File: src/rtl/muldiv_sequencer.sv
// muldiv_sequencer: multicycle signed MULT/DIV engine feeding the HI/LO registers.
// A radix-2 Booth multiplier or a restoring divider runs one iteration per clock.
// Ports:
//   clock, reset    rising-edge clock, asynchronous active-low reset
//   start, Op       request (sampled only in IDLE); 0 = MULT, 1 = DIV (both signed)
//   OpA, OpB        multiplicand/dividend, multiplier/divisor (captured on accept)
//   busy            high while iterating or fixing up signs
//   done            one-cycle completion pulse
//   DivZero         pulses with done when a DIV had a zero divisor
//   Hi, Lo          MULT: product high/low; DIV: remainder/quotient
//   WriteHI/WriteLO HI/LO load strobes (done without DivZero)
module muldiv_sequencer #(
  parameter int unsigned WIDTH = 32
) (
  input  logic             clock,
  input  logic             reset,
  input  logic             start,
  input  logic             Op,
  input  logic [WIDTH-1:0] OpA,
  input  logic [WIDTH-1:0] OpB,
  output logic             busy,
  output logic             done,
  output logic             DivZero,
  output logic [WIDTH-1:0] Hi,
  output logic [WIDTH-1:0] Lo,
  output logic             WriteHI,
  output logic             WriteLO
);

  localparam int unsigned CntW = (WIDTH > 1) ? $clog2(WIDTH) : 1;
  localparam logic [CntW-1:0] LastIter = CntW'(WIDTH - 1);

  typedef enum logic [2:0] {StIdle, StMult, StDiv, StFix, StDone} state_e;

  state_e state_q, state_d;
  logic [CntW-1:0]  cnt_q, cnt_d;
  // acc: Booth upper half (one guard bit so the most negative multiplicand
  // cannot overflow) or the divider's partial remainder.
  logic [WIDTH:0]   acc_q, acc_d;
  // q: Booth multiplier/lower product half, or dividend shifting into quotient.
  logic [WIDTH-1:0] q_q, q_d;
  logic             qm1_q, qm1_d;
  // m: multiplicand, or divisor magnitude.
  logic [WIDTH-1:0] m_q, m_d;
  logic             qneg_q, qneg_d;
  logic             rneg_q, rneg_d;
  logic             dz_q, dz_d;
  logic [WIDTH-1:0] hi_q, hi_d;
  logic [WIDTH-1:0] lo_q, lo_d;

  logic [WIDTH:0]   m_ext;
  logic [WIDTH:0]   booth_sum;
  logic [WIDTH:0]   div_shift;
  logic             div_ge;
  logic [WIDTH-1:0] mag_a, mag_b;
  logic [WIDTH-1:0] rem_lo;

  always_comb begin
    state_d   = state_q;
    cnt_d     = cnt_q;
    acc_d     = acc_q;
    q_d       = q_q;
    qm1_d     = qm1_q;
    m_d       = m_q;
    qneg_d    = qneg_q;
    rneg_d    = rneg_q;
    dz_d      = dz_q;
    hi_d      = hi_q;
    lo_d      = lo_q;

    mag_a     = OpA[WIDTH-1] ? -OpA : OpA;
    mag_b     = OpB[WIDTH-1] ? -OpB : OpB;
    rem_lo    = acc_q[WIDTH-1:0];

    m_ext     = {m_q[WIDTH-1], m_q};
    case ({q_q[0], qm1_q})
      2'b01:   booth_sum = acc_q + m_ext;
      2'b10:   booth_sum = acc_q - m_ext;
      default: booth_sum = acc_q;
    endcase

    div_shift = {acc_q[WIDTH-1:0], q_q[WIDTH-1]};
    div_ge    = (div_shift >= {1'b0, m_q});

    unique case (state_q)
      StIdle: begin
        if (start) begin
          cnt_d = '0;
          acc_d = '0;
          qm1_d = 1'b0;
          dz_d  = 1'b0;
          if (Op) begin
            q_d    = mag_a;
            m_d    = mag_b;
            qneg_d = OpA[WIDTH-1] ^ OpB[WIDTH-1];
            rneg_d = OpA[WIDTH-1];
            if (OpB == '0) begin
              dz_d    = 1'b1;
              state_d = StDone;
            end else begin
              state_d = StDiv;
            end
          end else begin
            q_d     = OpB;
            m_d     = OpA;
            state_d = StMult;
          end
        end
      end
      StMult: begin
        // Arithmetic shift right of {acc, q, q_-1} after the Booth add/sub.
        acc_d = {booth_sum[WIDTH], booth_sum[WIDTH:1]};
        q_d   = {booth_sum[0], q_q[WIDTH-1:1]};
        qm1_d = q_q[0];
        cnt_d = cnt_q + CntW'(1);
        if (cnt_q == LastIter) begin
          hi_d    = acc_d[WIDTH-1:0];
          lo_d    = q_d;
          state_d = StDone;
        end
      end
      StDiv: begin
        acc_d = div_ge ? (div_shift - {1'b0, m_q}) : div_shift;
        q_d   = {q_q[WIDTH-2:0], div_ge};
        cnt_d = cnt_q + CntW'(1);
        if (cnt_q == LastIter) begin
          state_d = StFix;
        end
      end
      StFix: begin
        lo_d    = qneg_q ? -q_q : q_q;
        hi_d    = rneg_q ? -rem_lo : rem_lo;
        state_d = StDone;
      end
      StDone: begin
        state_d = StIdle;
      end
      default: begin
        state_d = StIdle;
      end
    endcase
  end

  always_ff @(posedge clock or negedge reset) begin
    if (!reset) begin
      state_q <= StIdle;
      cnt_q   <= '0;
      acc_q   <= '0;
      q_q     <= '0;
      qm1_q   <= 1'b0;
      m_q     <= '0;
      qneg_q  <= 1'b0;
      rneg_q  <= 1'b0;
      dz_q    <= 1'b0;
      hi_q    <= '0;
      lo_q    <= '0;
    end else begin
      state_q <= state_d;
      cnt_q   <= cnt_d;
      acc_q   <= acc_d;
      q_q     <= q_d;
      qm1_q   <= qm1_d;
      m_q     <= m_d;
      qneg_q  <= qneg_d;
      rneg_q  <= rneg_d;
      dz_q    <= dz_d;
      hi_q    <= hi_d;
      lo_q    <= lo_d;
    end
  end

  assign busy    = (state_q == StMult) || (state_q == StDiv) || (state_q == StFix);
  assign done    = (state_q == StDone);
  assign DivZero = done & dz_q;
  assign WriteHI = done & ~dz_q;
  assign WriteLO = done & ~dz_q;
  assign Hi      = hi_q;
  assign Lo      = lo_q;

endmodule

File: config.mk
export PLATFORM = sky130hd
export DESIGN_NAME = muldiv_sequencer
export DESIGN_NICKNAME = d
export VERILOG_FILES = /design/src/rtl/muldiv_sequencer.sv
export SDC_FILE = /design/constraint.sdc
export NUM_CORES = 1
export LEC_CHECK = 0
export BUFFER_PORTS_ARGS = -buffer_cell sky130_fd_sc_hd__buf_2
export CORE_MARGIN = 3
export CORE_UTILIZATION = 37
export CTS_CLUSTER_SIZE = 24
export DETAILED_ROUTE_END_ITERATION = 10
export PLACE_DENSITY = 0.64
export SYNTH_ARGS = -nofsm -noshare
export SYNTH_HDL_FRONTEND = slang
export SYNTH_SLANG_ARGS = --single-unit
File: constraint.sdc
create_clock -name clock -period 8.7 [get_ports clock]
set_input_delay 0.435 -clock clock [delete_from_list [all_inputs] [get_ports clock]]
set_output_delay 0.435 -clock clock [all_outputs]
set_load 0.005 [all_outputs]
After elaboration in Yosys (flattened, before gate mapping)
Cells that the tools add are included.

Multiply operators: 0. Shifts and indexed selects: 0. Bitwise operators: 4. Reductions and logical operators: 16. Add/subtract/negate cells: 8. Magnitude comparators: 1. Equality and inequality tests: 10. Multiplexer cells: 28. Divide/modulo/power cells: 0.

Operator list (number): two-way mux 32 bit (9); negator 32 bit (4); one-hot mux 32 bit (2 select lines) (2); one-hot mux 33 bit (3 select lines) (1); one-hot mux 32 bit (3 select lines) (1); two-way mux 33 bit (2); one-hot mux 33 bit (2 select lines) (1); adder 33 bit (1); >= comparator 33 x 32 -> 1 bit (1); subtractor 33 x 32 -> 33 bit (1); subtractor 33 bit (1); zero test 32 bit (1); two-way mux 3 bit (5); one-hot mux 3 bit (4 select lines) (1); one-hot mux 5 bit (2 select lines) (1); AND reduction 2 bit (5); == test 3 x 2 -> 1 bit, second input constant (2); != test 2 bit, second input constant (3); AND reduction 3 bit (2); nonzero test 2 bit (3); adder 5 x 1 -> 5 bit, second input constant (1); == test 5 bit, second input constant (1); two-way mux 5 bit (1); == test 3 x 1 -> 1 bit, second input constant (1); 12 further kinds (16).

Flip-flop bits (word level): 173. Input port bits: 68. Memory bits (writable): 0. ROM bits: 0. Word-level logic and storage cells: 78. Memories: 0. Latch bits: 0. Output and inout bits: 69.

Depth between registers and ports, before layout
Gate-level depths: netlist (run 1).

Depth after elaboration: 5. Mapped depth: 18.

Worst setup path before layout (run 1)
No wires, ideal clock.

Path type: flip-flop to flip-flop. Start point: register m_q[11]. End point: register hi_q[31] (netlist: Hi[31]). Data arrival time: 3.881 ns. Library setup time: 0.126 ns. Data required time: 8.574 ns. Slack: 4.693 ns. Buffers on the path: 1. Period minus slack after synthesis: 4.007 ns. Stages on the path, launching flop included: 18. Cells stage by stage: dfrtp_1 -> or4_1 -> nor4_1 -> and3_1 -> and3_1 -> a21oi_1 -> xnor2_1 -> ha_1 -> clkbuf_1 -> a21o_1 -> a21oi_1 -> o21ai_0 -> o221ai_1 -> nand2_1 -> mux2_2 -> o2111a_1 -> xor2_1 -> a221o_1.

Longest elaborated chain between the ends: 4.

RTL lines: from (decl) (line 44) `logic [WIDTH-1:0] m_q, m_d;`; from (signal assigned) (line 163) `m_q <= m_d;`; subtractor 33 bit / adder 33 bit (equally long branches) (line 78, 77); one-hot mux 33 bit (2 select lines) (*) (line 76) `case ({q_q[0], qm1_q})`; two-way mux 32 bit (*) (line 116) `if (cnt_q == LastIter) begin`; one-hot mux 32 bit (2 select lines) (*) (line 85) `unique case (state_q)`; to (signal assigned) (line 167) `hi_q <= hi_d;`; to (decl) (line 48) `logic [WIDTH-1:0] hi_q, hi_d;`.

Every way passes the cells marked *; elsewhere a longest branch is shown, timed or not. The select of a mux whose other input is x is not followed. A chain may end at the register's enable or synchronous reset.

Worst setup path in the final report (run 1)
Start point: register q_q[0]. End point: register hi_q[31] (netlist: Hi[31]).

Longest elaborated chain between the ends: 4.

RTL lines: from (decl) (line 41) `logic [WIDTH-1:0] q_q, q_d;`; from (signal assigned) (line 161) `q_q <= q_d;`; == test 2 bit / == test 2 x 1 -> 1 bit (equally long branches) (line 76); one-hot mux 33 bit (2 select lines) (*) (line 76); two-way mux 32 bit (*) (line 116); one-hot mux 32 bit (2 select lines) (*) (line 85).

Marked as above.

==> results of run 1 <==
[cells in the final DEF, fill, tap and decap left out, drive strengths merged, types with 19 or more instances in the layout]
cell	n
a31oi	51
o31ai	43
buf	157
a21o	38
ha	72
inv	74
o21a	19
nand2	260
a22oi	32
xnor2	105
nand3	39
o21ai	213
nor3	32
or4	22
nor4	19
a211oi	21
nor2	170
mux2i	44
and3	22
dfrtp	173
xor2	95
a21oi	146
[routing by layer]
layer / GRT usage (%) / share of wire, % / vias up / wire (um)
met5: 0 / 0.020 / - / 12
met4: 5.95 / 1.9 / 2 / 1190
met3: 5.00 / 8.4 / 72 / 5160
met2: 38.2 / 42 / 680 / 25600
met1: 40.9 / 48 / 7712 / 29300
li1: - / - / 7566 / -
[area by class of cell]
type / instances / area [um2] / area share, %
Inverter: 66 / 248 / 1.42
Multi-Input combinational cell: 1679 / 10700 / 61.5
Sequential cell: 173 / 4330 / 24.8
Timing Repair Buffer: 157 / 847 / 4.86
Tap cell: 539 / 674 / 3.87
Clock buffer: 17 / 425 / 2.44
Clock inverter: 15 / 195 / 1.12
[kinds of logic (layout without fill, tap and decap cells)]
group | after synthesis | count (layout) | synth area share [%]
xor+xnor | 200 | 200 | 11.0
compound gates | 708 | 708 | 28.5
mux | 48 | 48 | 3.06
simple gates | 649 | 649 | 18.9
buf+inv | 218 | 255 | 5.32
fa+ha+maj | 74 | 74 | 5.92
flops | 173 | 173 | 27.3
[metrics by stage]
step                hold slack, ps  std cells  setup WS, ps  cell area [um2]
detailed placement             476       2614          3770            16800
global placement               464       2614          3760            16800
floorplan                      139       2070          4690            15900
global route                   147       2646          3420            17400
CTS                            115       2646          3750            17400
finish                        71.2       2646          3680            17400
[worst max-delay path: cells and delay by family (launching register included)]
family          cells  cell delay (ps)
compound gates      7             2250
flops               1              460
fa+ha+maj           2             1380
xor+xnor            1              160
mux                 1              480
simple gates        1              170
[worst max-delay path by stage]
stage / startpoint / to / slack, ps
final: q_q[0] / Hi[31] / 3680
after floorplan: m_q[11] / Hi[31] / 4690
after detailed placement: q_q[0] / Hi[31] / 3770
after global placement: q_q[0] / Hi[31] / 3760
after CTS: q_q[0] / Hi[31] / 3750
after global routing: q_q[0] / Hi[31] / 3420
[state kept, by name (all words and copies together) (netlist names)]
name,count
qm1_q,1
dz_q,1
qneg_q,1
cnt_q,5
m_q,32
Hi,32
state_q,3
q_q,32
rneg_q,1
acc_q,33
Lo,32
==> flow_summary_export.csv, run 1 <==
group,metric,value,unit
logic_synthesis,synth_top_flop_cell,"dfrtp_1",
sta,timing.fmax,199,MHz
placed_design,dp_hpwl,47.3,mm
logic_synthesis,synth_top_area_share,27.3,%
sta,slew_violations,0,
setup_path,crit_slowest_cell,"ha_1",
clock_tree,cts_tree,"yes",
finish,area_growth,9.86,%
detailed_routing,wl_per_cell,23.1,um
clock_tree,cts-root-buf,"clkbuf_16",
sta,tns,0,ps
sta,finalCritPeriodShare,57.7,%
finish,fill_cells,4316,
grt,grt_start_max_net_pins,125,
logic_synthesis,yosys-top-cells-area,"dfrtp_1 (27%), o21ai_0 (6.6%), nand2_1 (6.1%)",
floorplan,rows,75,
detailed_routing,detail-route-antenna-nets,0,
setup_path,rr_endpoint,"Hi[31]",
floorplan,die_h,213,um
clock_tree,path_clk_slew,80,ps
setup_path,r2r-start,"q_q[0]",
setup_path,cp.required,9060,ps
logic_synthesis,async_flop_share,100,%
clock_tree,clk_path_buf_depth,2,
clock_tree,clk-insertion-delay-late,470,ps
logic_synthesis,ys_ff_latch,173,
grt,grt_pass1_wl,91.8,mm
grt,grt-ovfl-total,0,
clock_tree,ctsHoldBuffers,0,
floorplan,core-area,42100,um2
logic_synthesis,ys_seq_area_share,27.3,%
setup_path,reg2regPathDepth,12,
logic_synthesis,synth_edf_count,0,
detailed_routing,drc,0,
detailed_routing,drt-pass1-iter-count,6,
sta,skew,15.5,ps
logic_synthesis,ys_top_cells_by_count,"nand2_1 (260), o21ai_0 (209), dfrtp_1 (173)",
setup_path,max_stage_delay,960,ps
setup_path,cp_max_fo,32,
setup_path,crit_arrival,5380,ps
grt,grt_pass1_vias,14600,
setup_path,startpoint_type,"register",
logic_synthesis,yosysMostFrequentCell,"nand2_1",
floorplan,die_w,213,um
finish,drive_above_1_share,10.7,%
detailed_routing,vias,16000,
setup_path,crit_top_cell,"o21ai_0",
status,status,"complete, no violations",
floorplan,fp.dieArea,45400,um2
clock_tree,clock-sinks,173,
flow_run,cap_violations,0,
setup_path,r2r_slack,3680,ps
clock_tree,ctsResizeCount,0,
logic_synthesis,synthCells,2070,
sta,slew_headroom,23.1,%
sta,fin_crit,5020,ps
setup_path,endpoint_kind,"register",
setup_path,worstSetupPathType,"register to register",
setup_path,crit_chain,"ha_1 -> mux2_2 -> fa_1 -> nand2b_1 -> a21oi_1 -> o21ai_0 -> o21ai_0 -> a31oi_1 -> o21a_1 -> o2111a_1 -> xor2_1 -> a221o_1",
sta,rsz0062_at_grt,"false",
detailed_routing,routed_wl,61.2,mm
floorplan,ios,137,
floorplan,initial_core_util,37.7,%
grt,antenna_found_initial,1,
logic_synthesis,ys_warn_count,0,
finish,num_antenna_cells,0,
logic_synthesis,mappedNetlistArea,15900,um2
sta,finalSetupViolations,0,
clock_tree,cts_buffers,17,
detailed_routing,drtIter0Drc,1917,
sta,hold_viol,0,
logic_synthesis,avgSynthCellArea,7.67,um2
clock_tree,h-tree-depth,4,
finish,num-nets-final,2236,
min_path,hold_class,"input port to async pin",
logic_synthesis,synth.distinct_cells,77,
finish,fin_util,41.4,%
logic_synthesis,synthesis.nets,2212,
detailed_routing,viasPerCell,6.06,
placed_design,place.gp.congestion,0.972,
logic_synthesis,yosys.area.top_type,"dfrtp_1",
clock_tree,cts_setup_buffers,0,
sta,worstMarginPinSlew,1150,ps
grt,track_usage,26.5,%
placed_design,numPortBuffers,136,
Power of run 1 is not shown: default switching activity piles up to over one toggle a cycle in this logic, so the estimate is an artifact.
==> run 2: changes to the inputs <==
Settings changed: ABC_AREA set to 1, PLACE_DENSITY 0.64 to 0.65.
Clock period 8.7 ns to 4.2 ns, I/O delays scaled along.
==> run 2 against run 1 <==
Net effect:
- final cell count rose by 32%
- clock-buffer cell count rose by 2
- critical path depth rose by 7
- hold slack improved by 14 ps
- die area rose by 12%
- synthesized cell count rose by 35%
- via count rose by 22%
==> flow_summary_export.csv, run 2 <==
group,metric,value,unit
status,status,"complete, no violations",
setup_path,crit_arrival,4070,ps
logic_synthesis,ys_warn_count,0,
logic_synthesis,yosys.area.top_type,"dfrtp_1",
finish,num-nets-final,3009,
sta,timing.fmax,269,MHz
logic_synthesis,synth_edf_count,0,
finish,final_common_cell,"nand2_1",
grt,grt_start_max_net_pins,104,
setup_path,endpoint_kind,"register",
setup_path,cp.required,4550,ps
detailed_routing,detail-route-antenna-nets,0,
grt,grt_pass1_wl,103,mm
floorplan,ios,137,
setup_path,cp_max_fo,6,
clock_tree,cts_tree,"yes",
floorplan,fp.dieArea,51000,um2
clock_tree,h-tree-depth,4,
finish,seqCellArea,4330,um2
setup_path,worstSetupPathType,"register to register",
sta,slew_headroom,21.6,%
logic_synthesis,synthesis.nets,2936,
floorplan,die_h,226,um
logic_synthesis,ys_top_cells_by_count,"nand2_1 (727), inv_1 (300), nor2_1 (274)",
placed_design,dp_hpwl,54.4,mm
clock_tree,cts_buffers,17,
logic_synthesis,ys_ff_latch,173,
grt,grt_pass1_vias,17200,
sta,finalCritPeriodShare,88.5,%
sta,fin_ws,484,ps
detailed_routing,drc,0,
logic_synthesis,synth.distinct_cells,59,
finish,multi_input_area,11800,um2
clock_tree,clk_path_buf_depth,2,
logic_synthesis,async_flop_share,100,%
grt,track_usage,26.1,%
finish,drive_above_1_share,12.3,%
finish,largest-register,"acc_q",
detailed_routing,vias,19500,
grt,grt-ovfl-total,0,
detailed_routing,drt-pass1-iter-count,6,
clock_tree,cts-root-buf,"clkbuf_16",
finish,num_antenna_cells,0,
clock_tree,clk-insertion-delay-late,480,ps
clock_tree,clock-sinks,173,
logic_synthesis,ys_seq_area_share,24.2,%
detailed_routing,viasPerCell,5.61,
logic_synthesis,yosys-top-cells-area,"dfrtp_1 (24%), nand2_1 (15%), inv_1 (6.3%)",
logic_synthesis,synthCells,2794,
setup_path,startpoint_type,"register",
sta,tns,0,ps
placed_design,numPortBuffers,136,
logic_synthesis,yosysMostFrequentCell,"nand2_1",
sta,rsz0062_at_grt,"false",
detailed_routing,drtIter0Drc,2438,
finish,final_cell_mix,"nand2_1 (727), inv_1 (300), nor2_1 (273)",
finish,area_growth,9.97,%
sta,hold_viol,0,
logic_synthesis,synth_top_area_share,24.2,%
flow_run,cap_violations,0,
detailed_routing,wl_per_cell,19.6,um
placed_design,preCtsSetupSlack,475,ps
sta,slew_violations,0,
floorplan,rows,79,
clock_tree,cts_setup_buffers,0,
floorplan,initial_core_util,37.9,%
floorplan,die_w,226,um
finish,fill_cells,5051,
finish,largest_reg_flops,33,
sta,fin_crit,3720,ps
sta,skew,17.4,ps
logic_synthesis,avgSynthCellArea,6.39,um2
grt,antenna_found_initial,1,
placed_design,place.gp.congestion,0.999,
clock_tree,path_clk_slew,70,ps
logic_synthesis,synth_top_flop_cell,"dfrtp_1",
sta,finalSetupViolations,0,
logic_synthesis,mappedNetlistArea,17900,um2
floorplan,core-area,47100,um2
sta,worstMarginPinSlew,1170,ps
detailed_routing,routed_wl,68.3,mm
min_path,hold_class,"input port to register",
==> run 2: cell types whose count changed after synthesis, moves of 52 or more <==
cell and delta:
nand2_1 +467, inv_1 +235, nand3_1 +185, nor2_1 +104, xnor2_1 -83, clkbuf_1 -69
nand3_2 +52
==> run 2: logic make-up after synthesis <==
logic type / count (synthesis) / synth area share, %
xor+xnor: 112 / 5.49
buf+inv: 438 / 9.81
flops: 173 / 24.2
fa+ha+maj: 74 / 5.27
compound gates: 566 / 19.1
simple gates: 1431 / 36.1
==> run 2: through the flow <==
step | hold slack, ps | cells | area (um2) | util, %
after detailed placement | 377 | 3454 | 19000 | 40.3
after global routing | 86.0 | 3486 | 19600 | 41.7
after global placement | 370 | 3454 | 19000 | 40.3
after CTS | 47.7 | 3486 | 19600 | 41.7
after floorplan | -85.6 | 2794 | 17900 | -
final | 85.6 | 3486 | 19600 | 41.7
==> run 2: final cells by class <==
class / count / share of cell area, %
inverters: 329 / 6.30
repair buffers: 163 / 4.55
clock inverters: 12 / 0.898
flip-flops and latches: 173 / 22.0
multi-input cells: 2183 / 60.0
clock buffers: 19 / 2.31
well taps: 607 / 3.87
==> run 2: timing repair <==
action                     CTS  global route
hold buffers                 1             0
setup endpoints to repair    0             2
hold endpoints to repair   101             0
resized for setup            0             1
==> run 2: final timing paths <==
check,end,start,slack (ps),cells past startpoint
worst min-delay path,m_q[0],OpA[0],90,3
min in group asynchronous,Lo[17],reset,380,2
worst max-delay path,Hi[27],m_q[0],480,19
worst min register to register,Lo[20],Lo[20],480,2
worst max register to register,Hi[27],m_q[0],480,19
max in group asynchronous,Hi[21],reset,2720,3
==> run 2: worst max-delay path: stages, from the launching register on <==
cell	delay, ps
dfrtp_1	410
inv_1	110
nand3_1	120
nor2_2	170
nand4_2	150
nor4_4	340
nand2_1	220
o21ai_0	260
xor2_1	120
ha_1	430
nand2_1	130
nor2_1	250
nand4_1	120
or2_2	330
nand2_1	90
nand2_1	50
nand3_1	90
nand3_1	90
nand2_1	80
nand2_1	50
==> run 2: per-layer routing <==
layer / part of all wire [%] / global-route usage [%]
met5: 0.028 / 0
met4: 2.7 / 8.16
met3: 9.5 / 4.02
met2: 41 / 37.0
met1: 47 / 40.1
Power of run 2 is left out for the same reason.
==> run 3: changes to the inputs <==
Settings changed: CORE_MARGIN 3 to 2.
==> run 3 against run 2 <==
Net effect:
- critical path depth rose by 2
- global-route usage rose by 3.9 points
- register-to-register slack worse by 240 ps
- worst setup slack lost 240 ps
- non-clock buffer count up 22
==> flow_summary_export.csv, run 3 (same netlist as run 2, synthesis figures left out) <==
group,metric,value,unit
setup_path,crit_buf_inv,4,
clock_tree,h-tree-depth,4,
clock_tree,path_clk_slew,90,ps
detailed_routing,drc,0,
finish,num-nets-final,3031,
grt,grt-ovfl-total,0,
sta,timing.fmax,253,MHz
clock_tree,clk_path_buf_depth,2,
finish,final_common_cell,"nand2_1",
min_path,holdPathEnd,"m_q[0]",
sta,hold_viol,0,
status,status,"complete, no violations",
setup_path,endpoint_kind,"register",
sta,slew_violations,0,
min_path,hp-start,"OpA[0]",
sta,timing.hold.ws,41.0,ps
finish,largest_reg_flops,33,
floorplan,rows,80,
flow_run,cap_violations,0,
finish,final_cell_mix,"nand2_1 (727), inv_1 (298), nor2_1 (272)",
setup_path,crit_chain,"inv_1 -> nand3_1 -> nor2_2 -> nand4_2 -> nor4_4 -> buf_4 -> nor2_1 -> xor2_1 -> inv_1 -> ha_1 -> nand2_1 -> nor2_1 -> a21oi_1 -> nand2_1 -> a21oi_1 -> inv_1 -> nand2_1 -> nand3_1 -> o21ai_0 -> nand2_1 -> nand3_2",
placed_design,place.gp.congestion,1.04,
grt,grt_start_max_net_pins,105,
clock_tree,cts_buffers,17,
min_path,hold_class,"input port to register",
finish,fill_cells,5126,
setup_path,crit_family,"simple AND/OR/NAND/NOR gates",
clock_tree,cts-root-buf,"clkbuf_16",
placed_design,preCtsSetupSlack,331,ps
placed_design,dp_hpwl,60.0,mm
setup_path,rr_endpoint,"acc_q[19]",
grt,grt_pass1_vias,18100,
setup_path,cp_max_fo,5,
detailed_routing,drtIter0Drc,2364,
sta,finalSetupViolations,0,
sta,slew_headroom,18.4,%
floorplan,fp.dieArea,50100,um2
setup_path,r2r_slack,240,ps
grt,antenna_found_initial,2,
sta,rsz0062_at_grt,"false",
grt,grt_pass1_wl,114,mm
detailed_routing,viasPerCell,5.74,
floorplan,initial_core_util,37.4,%
setup_path,startpoint_type,"register",
sta,tns,0,ps
grt,track_usage,30.0,%
floorplan,die_h,224,um
sta,fin_ws,244,ps
finish,fin_util,41.5,%
sta,fin_crit,3960,ps
clock_tree,cts_tree,"yes",
sta,worstMarginPinSlew,1220,ps
detailed_routing,detail-route-antenna-nets,0,
min_path,whs_path_depth,3,
setup_path,crit_top_cell,"nand2_1",
floorplan,core-area,47700,um2
floorplan,ios,137,
setup_path,crit_slowest_cell,"dfrtp_1",
setup_path,max_stage_delay,410,ps
finish,area_growth,10.9,%
finish,num_antenna_cells,0,
setup_path,reg2regPathDepth,21,
clock_tree,clk-insertion-delay-late,470,ps
placed_design,numPortBuffers,136,
setup_path,worstSetupPathType,"register to register",
detailed_routing,drt-pass1-iter-count,5,
sta,finalCritPeriodShare,94.2,%
setup_path,cp.required,4560,ps
sta,skew,18.1,ps
finish,largest-register,"acc_q",
finish,drive_above_1_share,13.1,%
clock_tree,clock-sinks,173,
detailed_routing,wl_per_cell,21.6,um
detailed_routing,routed_wl,76.1,mm
floorplan,die_w,224,um
setup_path,r2r-start,"m_q[0]",
setup_path,crit_arrival,4320,ps
detailed_routing,vias,20200,
-- run 3: per-stage QoR --
stage                     area, um2  instances
after floorplan               17900       2794
after global placement        19200       3484
after detailed placement      19200       3484
after CTS                     19800       3517
after global routing          19800       3517
final                         19800       3517
-- run 3: worst min-delay path, stage by stage --
cell	delay, ps
buf_2	90
o211ai_1	80
o21ai_0	80
-- run 3: per-layer routing --
layer / global-route usage, % / part of all wire [%] / vias up
li1: - / - / 9510
met1: 43.8 / 45 / 9511
met2: 44.2 / 42 / 1022
met3: 6.28 / 11 / 132
met4: 8.82 / 3.1 / 4
met5: 0 / 0.035 / -
-- run 3: timing repair --
action | in CTS | in global routing
endpoints found under the setup margin | 0 | 17
endpoints found under the hold margin | 103 | 0
hold buffers | 1 | 0
buffers inserted | 0 | 0
resized for setup | 0 | 3
-- run 3: how the worst max path moves through the flow --
stage                start   endpoint  cells after the start
floorplan           m_q[1]     Hi[27]                     22
global placement    m_q[1]     Hi[31]                     24
detailed placement  m_q[0]     Hi[14]                     21
CTS                 m_q[0]  acc_q[14]                     21
global route        m_q[0]     Hi[29]                     23
finish              m_q[0]  acc_q[19]                     21
-- run 3: layout make-up --
class | count | area, um2 | area share (%)
inverters | 329 | 1240 | 6.25
flip-flops and latches | 173 | 4330 | 21.9
clock buffers | 19 | 453 | 2.29
repair buffers | 185 | 1070 | 5.41
clock inverters | 13 | 148 | 0.745
multi-input cells | 2183 | 11800 | 59.6
well taps | 615 | 769 | 3.89
Power of run 3 is left out for the same reason.
